**src/rtl/dcache_tag_pkg.sv**
```systemverilog
// dcache_tag_pkg: shared definitions for the data-cache tag controller.
//   DEF_DATA_WIDTH / DEF_ADDR_WIDTH : default tag entry width / index width
//   state_t                         : controller FSM encoding (CLEAR, RUN)
package dcache_tag_pkg;

  localparam int unsigned DEF_DATA_WIDTH = 26;
  localparam int unsigned DEF_ADDR_WIDTH = 5;

  typedef enum logic [0:0] {
    ST_CLEAR = 1'b0,
    ST_RUN   = 1'b1
  } state_t;

endpackage

```
**src/rtl/dcache_tag_clr.sv**
```systemverilog
// dcache_tag_clr: clear sequencer for the tag RAM.
//   clk_i, rst_i : clock, synchronous active-high reset (counter -> 0)
//   restart      : force the counter back to 0
//   en           : advance one index per cycle
//   cnt          : index being cleared this cycle
//   done         : last index (depth-1) is being cleared this cycle
module dcache_tag_clr
  import dcache_tag_pkg::*;
#(
  parameter int unsigned ADDR_WIDTH = DEF_ADDR_WIDTH
) (
  input  logic                  clk_i,
  input  logic                  rst_i,
  input  logic                  restart,
  input  logic                  en,
  output logic [ADDR_WIDTH-1:0] cnt,
  output logic                  done
);

  localparam logic [ADDR_WIDTH-1:0] ONE = {{(ADDR_WIDTH-1){1'b0}}, 1'b1};

  // Natural wrap at depth-1 leaves the counter at 0 for the next clear.
  always_ff @(posedge clk_i) begin
    if (rst_i || restart) begin
      cnt <= '0;
    end else if (en) begin
      cnt <= cnt + ONE;
    end
  end

  always_comb begin
    done = en && (cnt == '1);
  end

endmodule

```
**src/rtl/dcache_tag_ctrl.sv**
```systemverilog
// dcache_tag_ctrl: tag RAM controller for a 1W/1R macro with active-low selects.
// After reset (or a flush) every entry is written with zero, one index per
// cycle, while busy_o is high; afterwards lookups and writes pass through,
// one of each per cycle.
//   clk_i, rst_i      : clock, synchronous active-high reset
//   flush_i           : pulse in RUN restarts the clear sequence
//   lookup_*          : read request / accept / one-cycle-later response
//   wr_*              : write request / accept
//   busy_o            : clear sequence in progress
//   ram_*0_o          : RAM write port; ram_*1_o / ram_dout1_i : RAM read port
// Build option: define DCACHE_TAG_BYPASS_EN to forward write data to a
// same-cycle, same-index lookup; otherwise such a lookup is stalled.
module dcache_tag_ctrl
  import dcache_tag_pkg::*;
#(
  parameter int unsigned DATA_WIDTH = DEF_DATA_WIDTH,
  parameter int unsigned ADDR_WIDTH = DEF_ADDR_WIDTH
) (
  input  logic                  clk_i,
  input  logic                  rst_i,
  input  logic                  flush_i,
  input  logic                  lookup_valid_i,
  input  logic [ADDR_WIDTH-1:0] lookup_idx_i,
  output logic                  lookup_accept_o,
  output logic                  lookup_rvalid_o,
  output logic [DATA_WIDTH-1:0] lookup_data_o,
  input  logic                  wr_valid_i,
  input  logic [ADDR_WIDTH-1:0] wr_idx_i,
  input  logic [DATA_WIDTH-1:0] wr_data_i,
  output logic                  wr_accept_o,
  output logic                  busy_o,
  output logic                  ram_csb0_o,
  output logic [ADDR_WIDTH-1:0] ram_addr0_o,
  output logic [DATA_WIDTH-1:0] ram_din0_o,
  output logic                  ram_csb1_o,
  output logic [ADDR_WIDTH-1:0] ram_addr1_o,
  input  logic [DATA_WIDTH-1:0] ram_dout1_i
);

  state_t                  state;
  logic [ADDR_WIDTH-1:0]   clr_cnt;
  logic                    clr_done;
  logic                    clearing;
  logic                    running;
  logic                    collide;
  logic                    ram_rd;
  logic                    rvalid_q;

  dcache_tag_clr #(
    .ADDR_WIDTH(ADDR_WIDTH)
  ) u_clr (
    .clk_i  (clk_i),
    .rst_i  (rst_i),
    .restart(running && flush_i),
    .en     (clearing),
    .cnt    (clr_cnt),
    .done   (clr_done)
  );

  always_ff @(posedge clk_i) begin
    if (rst_i) begin
      state <= ST_CLEAR;
    end else begin
      case (state)
        ST_CLEAR: if (clr_done) state <= ST_RUN;
        ST_RUN:   if (flush_i)  state <= ST_CLEAR;
        default:  state <= ST_CLEAR;
      endcase
    end
  end

  // Reset is synchronous, but the reset cycle itself must already present
  // idle selects and no accepts, so rst_i also gates the outputs directly.
  always_comb begin
    clearing = (state == ST_CLEAR) && !rst_i;
    running  = (state == ST_RUN) && !rst_i;
    collide  = wr_valid_i && lookup_valid_i && (wr_idx_i == lookup_idx_i);
  end

  always_comb begin
    busy_o      = rst_i || (state == ST_CLEAR);
    wr_accept_o = running && wr_valid_i;
`ifdef DCACHE_TAG_BYPASS_EN
    lookup_accept_o = running && lookup_valid_i;
    ram_rd          = lookup_accept_o && !collide;
`else
    lookup_accept_o = running && lookup_valid_i && !collide;
    ram_rd          = lookup_accept_o;
`endif
    ram_csb0_o  = !(clearing || wr_accept_o);
    ram_addr0_o = clearing ? clr_cnt : wr_idx_i;
    ram_din0_o  = clearing ? '0 : wr_data_i;
    ram_csb1_o  = !ram_rd;
    ram_addr1_o = lookup_idx_i;
  end

  always_ff @(posedge clk_i) begin
    if (rst_i) begin
      rvalid_q <= 1'b0;
    end else begin
      rvalid_q <= lookup_accept_o;
    end
  end

`ifdef DCACHE_TAG_BYPASS_EN
  logic                  byp_q;
  logic [DATA_WIDTH-1:0] byp_data_q;

  // A colliding lookup skips the RAM read and returns the write data instead.
  always_ff @(posedge clk_i) begin
    if (rst_i) begin
      byp_q      <= 1'b0;
      byp_data_q <= '0;
    end else begin
      byp_q      <= lookup_accept_o && collide;
      byp_data_q <= wr_data_i;
    end
  end

  always_comb begin
    lookup_rvalid_o = rvalid_q && !rst_i;
    lookup_data_o   = '0;
    if (lookup_rvalid_o) lookup_data_o = byp_q ? byp_data_q : ram_dout1_i;
  end
`else
  always_comb begin
    lookup_rvalid_o = rvalid_q && !rst_i;
    lookup_data_o   = '0;
    if (lookup_rvalid_o) lookup_data_o = ram_dout1_i;
  end
`endif

endmodule

```
**config.mk**
```make
export PLATFORM = sky130hd
export DESIGN_NAME = dcache_tag_ctrl
export DESIGN_NICKNAME = d
export VERILOG_FILES = /design/src/rtl/dcache_tag_pkg.sv /design/src/rtl/dcache_tag_clr.sv /design/src/rtl/dcache_tag_ctrl.sv
export SDC_FILE = /design/constraint.sdc
export NUM_CORES = 1
export LEC_CHECK = 0
export BUFFER_PORTS_ARGS = -buffer_cell sky130_fd_sc_hd__buf_4
export CORE_ASPECT_RATIO = 1.1
export CORE_UTILIZATION = 29
export CTS_CLUSTER_SIZE = 40
export DETAILED_ROUTE_END_ITERATION = 10
export PLACE_DENSITY = 0.8
export SETUP_SLACK_MARGIN = 0.15
export SLEW_MARGIN = 0
export SYNTH_ARGS = -nofsm -noshare
export SYNTH_HDL_FRONTEND = slang
export SYNTH_SLANG_ARGS = --single-unit
```
**constraint.sdc**
```tcl
create_clock -name clk_i -period 2 [get_ports clk_i]
set_clock_uncertainty 0.2 [all_clocks]
set_input_delay 0.1 -clock clk_i [delete_from_list [all_inputs] [get_ports clk_i]]
set_output_delay 0.1 -clock clk_i [all_outputs]
set_load 0.02 [all_outputs]
```
==> out/summary.txt <==
status -> finished, final reports clean
# DRC -> 0
area grow syn2layout -> 115%
global-route wire length before repair -> 4350 um
largest net degree at the start of global routing -> 28
Max VDD drop -> 0.506 mV
total length of routed wires -> 3210 um
post-route insts no fill -> 282
Setup CP Type -> flip-flop to output pin
vias in the first global route -> 945
Placer Congestion -> 0.718
layout cells sized above 1 -> 0.590
input/output buffers -> 134
Worst-path clk slew -> 50 ps
WL/cell -> 11.4 um
Leak -> 1.04 nW
fmax -> 0.590 GHz
number of CTS-inserted buffers -> 3
Starting Density -> 0.314
Yosys top cell area share -> 0.189
CTS Root Cell -> clkbuf_4
most frequent cells in the layout -> buf_4 (136), and2_1 (27), nor2b_1 (26)
Setup crit end kind -> output pin
commonest non-fill, non-tap cell in the layout -> buf_4
final number of hold-violating endpoints -> 0
initial antenna violation count -> 0
ant diodes -> 0
die height -> 60.3 um
CTS H-tree depth -> 1
hpwl dp -> 2720 um
initial drt markers -> 15
worst hold path class -> input pin to flip-flop
max-slew violation count -> 0
Final Cell Area -> 0.00193 sq mm
post-synthesis sequential area ratio -> 0.156
CP Launch Type -> flip-flop
Final ANT Viol Nets -> 0
clk sinks -> 7
worst-path fanout max -> 10
Ports -> 135
largest cells by area after synthesis -> and2_1 (19%), nor2b_1 (18%), dfxtp_1 (16%)
Die X -> 55.0 um
Cells after DPL -> 274
Synth Warn # -> 0
drt via density -> 4.26
unrepaired setup endpoints after global routing -> no
setup violators final -> 0
Total GRT Usage -> 0.176
Clk Latency, worst-skew pair -> 240 ps
total power per unit cell area -> 297 mW/mm^2
Slew HR -> 0.729
GRT overflow -> 0
Yosys reg bits -> 7
Tightest Pin Transition -> 405 ps
Final #Nets -> 319
post-synth net total -> 187
Clock Path Buffers -> 2
CTS tree -> yes
post-synth cell types -> 27
CP required -> 1700 ps
crit share post-route -> 0.847
CORE AREA -> 0.00285 sq mm
Final Core Density -> 0.676
Final min period -> 1690 ps
via count -> 1200
# Max-Cap Violations -> 0
Cells after Synth -> 118
dpl cell area -> 0.00186 sq mm
cell taking the most area after synthesis -> and2_1
Syn Area/Cell -> 7.59 sq um
die area -> 0.00332 sq mm
fill count -> 266
crit path DAT -> 1390 ps
FP Rows -> 20
Mapped Area -> 896 sq um
DRT Pass-1 Iters -> 4
total negative slack -> 0 ps
[per-layer routing]
| layer | wire length (um) | up-vias | part of all wire | global-route usage |
|---|---|---|---|---|
| met5 | 0 | - | 0 | 0 |
| li1 | - | 638 | - | - |
| met3 | 214 | 0 | 0.067 | 0.0534 |
| met1 | 1240 | 519 | 0.39 | 0.216 |
| met2 | 1750 | 43 | 0.55 | 0.315 |
| met4 | 0 | 0 | 0 | 0 |
[Yosys cell counts]
master / n
a2bb2oi_1: 1
and2b_1: 1
o211ai_1: 1
a21oi_1: 5
a31oi_1: 1
nor2_1: 8
and2_1: 27
nor2b_1: 26
dfxtp_1: 7
inv_1: 2
and3_1: 1
buf_2: 3
nand4_1: 2
buf_6: 2
buf_4: 6
mux2_2: 1
clkbuf_2: 1
xnor2_1: 5
mux2_4: 4
ha_1: 2
o21ai_0: 2
o21bai_1: 1
nor2_4: 1
nand3b_1: 1
nor2b_4: 1
o211a_1: 2
nand2_1: 4
[report_power, final]
group | total (mW) | internal (mW) | switching [mW]
combinational | 0.297 | 0.176 | 0.122
sequential | 0.152 | 0.145 | 0.00731
clock | 0.123 | 0.0758 | 0.0475
[final timing paths]
check,startpoint,to,slack [ps],depth (start not counted)
max,state,lookup_accept_o,310,4
min,wr_valid_i,rvalid_q,30,3
min reg2reg,u_clr.cnt[4],u_clr.cnt[4],310,2
max reg2reg,u_clr.cnt[0],u_clr.cnt[4],510,5
[critical path, stage by stage (launching register included)]
cell and delay, ps:
dfxtp_2 430, inv_1 130, nor2_1 250, o211a_1 200, buf_4 130
[cells by family after synthesis]
logic type | synth area share
AOI/OAI and AO/OA | 0.0950
xor gates and xnor gates | 0.0489
buffers and inverters | 0.106
DFF | 0.156
and+or+nand+nor | 0.486
muxes | 0.0796
adders and majority gates | 0.0279
[per-stage QoR]
stage / hold WS [ps] / setup WS [ps] / power (mW)
after floorplan: 48.0 / 608 / 0.288
after global placement: 160 / 448 / 0.446
after detailed placement: 167 / 418 / 0.448
after CTS: 27.8 / 157 / 0.582
after global routing: 55.3 / 189 / 0.613
final: 31.9 / 305 / 0.573
[what timing repair did]
action / 4_1_cts / 5_1_grt
setup buffers: 1 / 0
resized for setup: 0 / 1
pin swaps: 1 / 0
hold endpoints to repair: 7 / 0
hold buffers: 3 / 0
endpoints found under the setup margin: 2 / 4
[state kept, by name (all words and copies together), names as in the netlist]
register	count
u_clr.cnt	5
rvalid_q	1
state	1
[layout make-up]
cell class                 instances  area [sq um]  area share
timing repair buffer             139          1050       0.545
clock buffer                       4          26.3      0.0136
sequential                         7           141      0.0733
inverter                           2          7.51     0.00389
multi-input combinational         97           661       0.343
tap                               33          41.3      0.0214
(Power assumes the default switching activity.)
